**src/rtl/ise_dispatch_rv64.sv**
```systemverilog
// ise_dispatch_rv64: two-stage decode/writeback wrapper around the rv64b_ise unit
module ise_dispatch_rv64 #(
    parameter bit SUPPORT_PACKU = 1'b1
) (
    input  logic        g_clk,
    input  logic        g_resetn,
    input  logic        flush,
    input  logic        in_valid,
    output logic        in_ready,
    input  logic [31:0] in_instr,
    input  logic [63:0] in_rs1,
    input  logic [63:0] in_rs2,
    output logic [63:0] ise_rs1,
    output logic [63:0] ise_rs2,
    output logic [4:0]  ise_imm,
    output logic        ise_op_rori,
    output logic        ise_op_roriw,
    output logic        ise_op_pack,
    output logic        ise_op_packu,
    input  logic [63:0] ise_rd,
    output logic        out_valid,
    input  logic        out_ready,
    output logic [63:0] out_result,
    output logic [4:0]  out_rd,
    output logic        out_illegal
);
    logic [6:0]  opc, f7;
    logic [2:0]  f3;
    logic [3:0]  dec_op;
    logic        w_adv, d_adv, d_load;
    logic        d_valid_q, d_valid_d, d_ill_q, d_ill_d;
    logic [3:0]  d_op_q, d_op_d;
    logic [63:0] d_rs1_q, d_rs1_d, d_rs2_q, d_rs2_d;
    logic [4:0]  d_imm_q, d_imm_d, d_rd_q, d_rd_d;
    logic        w_valid_q, w_valid_d, w_ill_q, w_ill_d;
    logic [63:0] w_result_q, w_result_d;
    logic [4:0]  w_rd_q, w_rd_d;

    // op bits: [0] rori, [1] roriw, [2] pack, [3] packu
    always_comb begin
        opc = in_instr[6:0];
        f3 = in_instr[14:12];
        f7 = in_instr[31:25];
        dec_op[0] = opc == 7'b0010011 && f3 == 3'b101 && f7 == 7'b0110000;
        dec_op[1] = opc == 7'b0011011 && f3 == 3'b101 && f7 == 7'b0110000;
        dec_op[2] = opc == 7'b0110011 && f3 == 3'b100 && f7 == 7'b0000100;
        dec_op[3] = SUPPORT_PACKU && opc == 7'b0110011 && f3 == 3'b100 && f7 == 7'b0100100;
    end

    always_comb begin
        w_adv = !w_valid_q || out_ready;
        d_adv = d_valid_q && w_adv;
        in_ready = !d_valid_q || w_adv;
        d_load = in_valid && in_ready && !flush;
        d_valid_d = flush ? 1'b0 : d_load ? 1'b1 : d_adv ? 1'b0 : d_valid_q;
        d_op_d = d_load ? dec_op : d_op_q;
        d_ill_d = d_load ? dec_op == 4'b0000 : d_ill_q;
        d_rs1_d = d_load ? in_rs1 : d_rs1_q;
        d_rs2_d = d_load ? in_rs2 : d_rs2_q;
        d_imm_d = d_load ? in_instr[24:20] : d_imm_q;
        d_rd_d = d_load ? in_instr[11:7] : d_rd_q;
        w_valid_d = flush ? 1'b0 : d_adv ? 1'b1 : out_ready ? 1'b0 : w_valid_q;
        w_result_d = (d_adv && !flush) ? (d_ill_q ? 64'h0 : ise_rd) : w_result_q;
        w_rd_d = (d_adv && !flush) ? d_rd_q : w_rd_q;
        w_ill_d = (d_adv && !flush) ? d_ill_q : w_ill_q;
    end

    always_ff @(posedge g_clk or negedge g_resetn) begin
        if (!g_resetn) begin
            d_valid_q <= 1'b0;
            d_op_q <= '0;
            d_ill_q <= 1'b0;
            d_rs1_q <= '0;
            d_rs2_q <= '0;
            d_imm_q <= '0;
            d_rd_q <= '0;
            w_valid_q <= 1'b0;
            w_result_q <= '0;
            w_rd_q <= '0;
            w_ill_q <= 1'b0;
        end else begin
            d_valid_q <= d_valid_d;
            d_op_q <= d_op_d;
            d_ill_q <= d_ill_d;
            d_rs1_q <= d_rs1_d;
            d_rs2_q <= d_rs2_d;
            d_imm_q <= d_imm_d;
            d_rd_q <= d_rd_d;
            w_valid_q <= w_valid_d;
            w_result_q <= w_result_d;
            w_rd_q <= w_rd_d;
            w_ill_q <= w_ill_d;
        end
    end

    assign ise_rs1 = d_rs1_q;
    assign ise_rs2 = d_rs2_q;
    assign ise_imm = d_imm_q;
    assign ise_op_rori = d_valid_q && d_op_q[0];
    assign ise_op_roriw = d_valid_q && d_op_q[1];
    assign ise_op_pack = d_valid_q && d_op_q[2];
    assign ise_op_packu = d_valid_q && d_op_q[3];
    assign out_valid = w_valid_q;
    assign out_result = w_result_q;
    assign out_rd = w_rd_q;
    assign out_illegal = w_ill_q;
endmodule

```
**config.mk**
```make
export PLATFORM = sky130hd
export DESIGN_NAME = ise_dispatch_rv64
export DESIGN_NICKNAME = d
export VERILOG_FILES = /design/src/rtl/ise_dispatch_rv64.sv
export SDC_FILE = /design/constraint.sdc
export NUM_CORES = 1
export LEC_CHECK = 0
export BUFFER_PORTS_ARGS = -buffer_cell sky130_fd_sc_hd__buf_2
export CAP_MARGIN = 20
export CORE_ASPECT_RATIO = 0.7
export CORE_MARGIN = 3
export CORE_UTILIZATION = 34
export DETAILED_ROUTE_END_ITERATION = 12
export GPL_TIMING_DRIVEN = 1
export PLACE_DENSITY = 0.66
export SLEW_MARGIN = 20
export SYNTH_ARGS = -nofsm -noshare
export SYNTH_HDL_FRONTEND = slang
export SYNTH_SLANG_ARGS = --single-unit
```
**constraint.sdc**
```tcl
create_clock -name g_clk -period 1.27 [get_ports g_clk]
set_input_delay 0.1905 -clock g_clk [delete_from_list [all_inputs] [get_ports g_clk]]
set_output_delay 0.1905 -clock g_clk [all_outputs]
set_load 0.03 [all_outputs]
```
==> key figures <==
Floorplanning
  – Num ports: 438
  – Core Region: 26120 sq um
  – Die Area: 29040 sq um
  – Placement row count: 49
  – Die height: 143.5 um
  – Initial core utilization: 35.15%
  – Die Wd: 202.4 um

Placement
  – RD Place Congestion: 0.7913
  – Pre-CTS setup slack: -0.3099 ns
  – HPWL Detailed: 18950 um
  – PortBufs: 432

Yosys
  – Commonest cells post-synth: dfrtp_1, nand2_1, mux2_4
  – Post-synthesis compound-gate area fraction: 0.5451%
  – XOR/XNOR share of the synthesized area: 0%
  – Synth warn: 0
  – Unique masters post-synth: 24
  – Post-synthesis instance area: 9181 sq um
  – Avg Inst Size Synth: 14.50 sq um
  – Cell with the most instances after synthesis: dfrtp_1
  – Yosys reg bits: 215
  – Yosys top cell area share: 58.60%
  – Syn_nets: 862
  – Part of the Yosys area used for sequential elements: 58.60%
  – Count of flip-flops with a built-in enable after synthesis: 0
  – Fraction of the mapped netlist area in simple logic gates: 13.07%
  – Area leader, netlist: dfrtp_1
  – Asr flop ratio synth: 100.0%
  – Adder-cell area share of the yosys netlist: 0%
  – Cells after Synth: 633
  – Most used DFF post-synth: dfrtp_1
  – Multiplexer area fraction after synthesis: 22.40%
  – Largest family of logic cells by synthesized area: multiplexers
  – Synth top area cells: dfrtp_1, mux2_4, nand2_1, nand3b_1, buf_12

Global routing
  – First-pass GRT wire length: 48760 um
  – GRT Total Usage: 20.94%
  – Initial antenna violation count: 3
  – Pin count of the biggest net entering global routing: 55
  – Vias in the first global route: 8570
  – GRT overflow: 0

Outcome
  – Outcome: finished, violations left
  – Failing checks: setup timing

Cells and area
  – Finished Core Util: 67.09%
  – Footprint of the multi-input gates: 3521 sq um
  – Nets: 1669
  – Area Overhead vs Synth: 90.86%
  – Share of cells above drive strength 1: 58.05%
  – Sequential cell area: 5381 sq um
  – Filler instances: 1680

Critical path
  – Worst path top cell family by delay: buffers and inverters
  – Worst setup SP type: register
  – Worst Path Max Fanout: 16
  – Slowest Stage Delay on Critical Path: 0.41 ns
  – CP Data Arrival Time: 2.02 ns
  – Worst path slowest cell: dfrtp_2
  – Worst-path cell chain: buf_4 > nand3b_4 > nand3b_4 > buf_12 > clkbuf_16 > mux2_4
  – WP data required: 1.65 ns
  – CP Buf/Inv Count: 3
  – Worst Setup End Kind: register
  – Crit Path Class: reg -> reg
  – Most frequent CP cell: nand3b_4

Detailed routing
  – Initial drt markers: 292
  – Routed len/inst: 21.12 um
  – Wirelength, routed: 38320 um
  – TritonRoute pass-1 iters: 4
  – DR vias/cell: 4.699
  – DR vias: 8529
  – Residual DRC: 0
  – Final ANT Viol Nets: 0

Timing
  – WHS: 0.1823 ns
  – Count of pins over their slew limit: 0
  – Final Hold Viols: 0
  – Worst-margin pin slew: 0.4968 ns
  – Final setup vio count: 229
  – Worst clock skew: 0.01070 ns
  – Slew HR: 66.88%
  – Post-layout min period: 1.642 ns
  – Fmax: 0.6089 GHz
  – Setup slack after layout: -0.3723 ns
  – RSZ-0062 raised after global routing: true
  – Part of the cycle the worst path needs: 129.3%

Run
  – Max_cap viols: 0

Pwr
  – Lkg Pwr: 9.095 nW
  – Max VDD drop: 0.9745 mV
  – Power per Cell Area: 1389 nW/um^2

Clock tree
  – CTS HTree Levels: 1
  – Clock tree buffer depth: 3
  – CTS Buf Count: 22
  – Sinks on Clock Net: 215
  – TritonCTS clock tree: built
  – Worst-Skew Late Latency: 0.50 ns
  – Clk slew on worst S/H paths: 0.06 ns
  – Root Driver: clkbuf_16

Hold path
  – Hold Crit Class: in -> reg
==> worst paths after layout <==
check	startpoint	endpoint	cells past startpoint	slack, ns
worst max-delay path	out_valid$_DFFE_PN0P_	ise_rs1[27]$_DFFE_PN0P_	6	-0.37
worst min-delay path	out_ready	d_valid_q$_DFFE_PN0P_	4	0.18
worst max register to register	out_valid$_DFFE_PN0P_	ise_rs1[27]$_DFFE_PN0P_	6	-0.37
worst min register to register	out_result[57]$_DFFE_PN0P_	out_result[57]$_DFFE_PN0P_	2	0.47
max in group asynchronous	g_resetn	out_result[44]$_DFFE_PN0P_	3	0.47
min in group asynchronous	g_resetn	ise_rs2[51]$_DFFE_PN0P_	2	0.19
==> metrics by stage <==
step,std cells,instance area [sq um],TNS [ns],power (W)
final,1815,17520,-63.97,0.02434
after floorplan,633,9191,-52.13,0.01227
after detailed placement,1433,11830,-54.47,0.01433
after CTS,1705,15280,-58.08,0.02191
after global placement,1433,11830,-50.16,0.01423
after global routing,1814,17520,-71.77,0.02517
==> state kept, by name (all words and copies together) (netlist names) <==
signal       flops
ise_rs1         64
ise_rs2         64
out_result      64
d_rd_q           5
ise_imm          5
out_rd           5
d_op_q           4
d_ill_q          1
d_valid_q        1
out_illegal      1
out_valid        1
==> kinds of logic (layout without fill, tap and decap cells) <==
family,Yosys count,after routing
buf+inv,41,862
other cells,0,4
compound gates,7,7
mux,138,138
flops,215,215
simple gates,232,232
==> final cells by class <==
type,instances,area share (%)
Sequential cell,215,30.71
Tap cell,357,2.549
Antenna cell,4,0.05712
Clock inverter,3,0.3856
Clock buffer,35,3.941
Timing Repair Buffer,821,42.20
Multi-Input combinational cell,377,20.09
Inverter,3,0.06426
==> layer usage <==
metal	vias to the layer above	GRT usage, %	part of all wire (%)
met5	-	0	0
met4	0	7.395	4.2
met3	107	4.551	6.2
met2	403	36.62	52
met1	4271	25.91	38
li1	3748	-	-
==> report_power, final <==
part	internal, W	switching, W
clock	0.00412	0.00272
combinational	0.00453	0.00418
sequential	0.00789	0.000899
==> placed cells by master, fill, tap and decap left out, drive strengths merged <==
master,n
clkinvlp,1
dfrtp,215
nand3b,66
or3b,1
nor3b,2
bufinv,2
a22o,4
nor2,2
o21ai,1
clkbuf,42
mux2,138
nor4bb,3
nor3,3
a21oi,2
and2b,1
nand3,2
and2,4
dlygate4sd3,208
nand2,148
diode,4
buf,606
inv,3
==> worst reg2reg max path: stages (launching register included) <==
cell and delay (ns):
dfrtp_2 0.41, buf_4 0.14, nand3b_4 0.10, nand3b_4 0.13, buf_12 0.19, clkbuf_16 0.23
mux2_4 0.32
==> timing repair <==
| item | in CTS | in global routing |
|---|---|---|
| hold buffers | 208 | 0 |
| resized for setup | 56 | 639 |
| gates cloned | 12 | 8 |
| pin swaps | 50 | 54 |
| setup buffers | 14 | 102 |
| hold endpoints to repair | 374 | 0 |
| endpoints found under the setup margin | 372 | 418 |
Note: power is estimated with default switching activity, not from simulation.
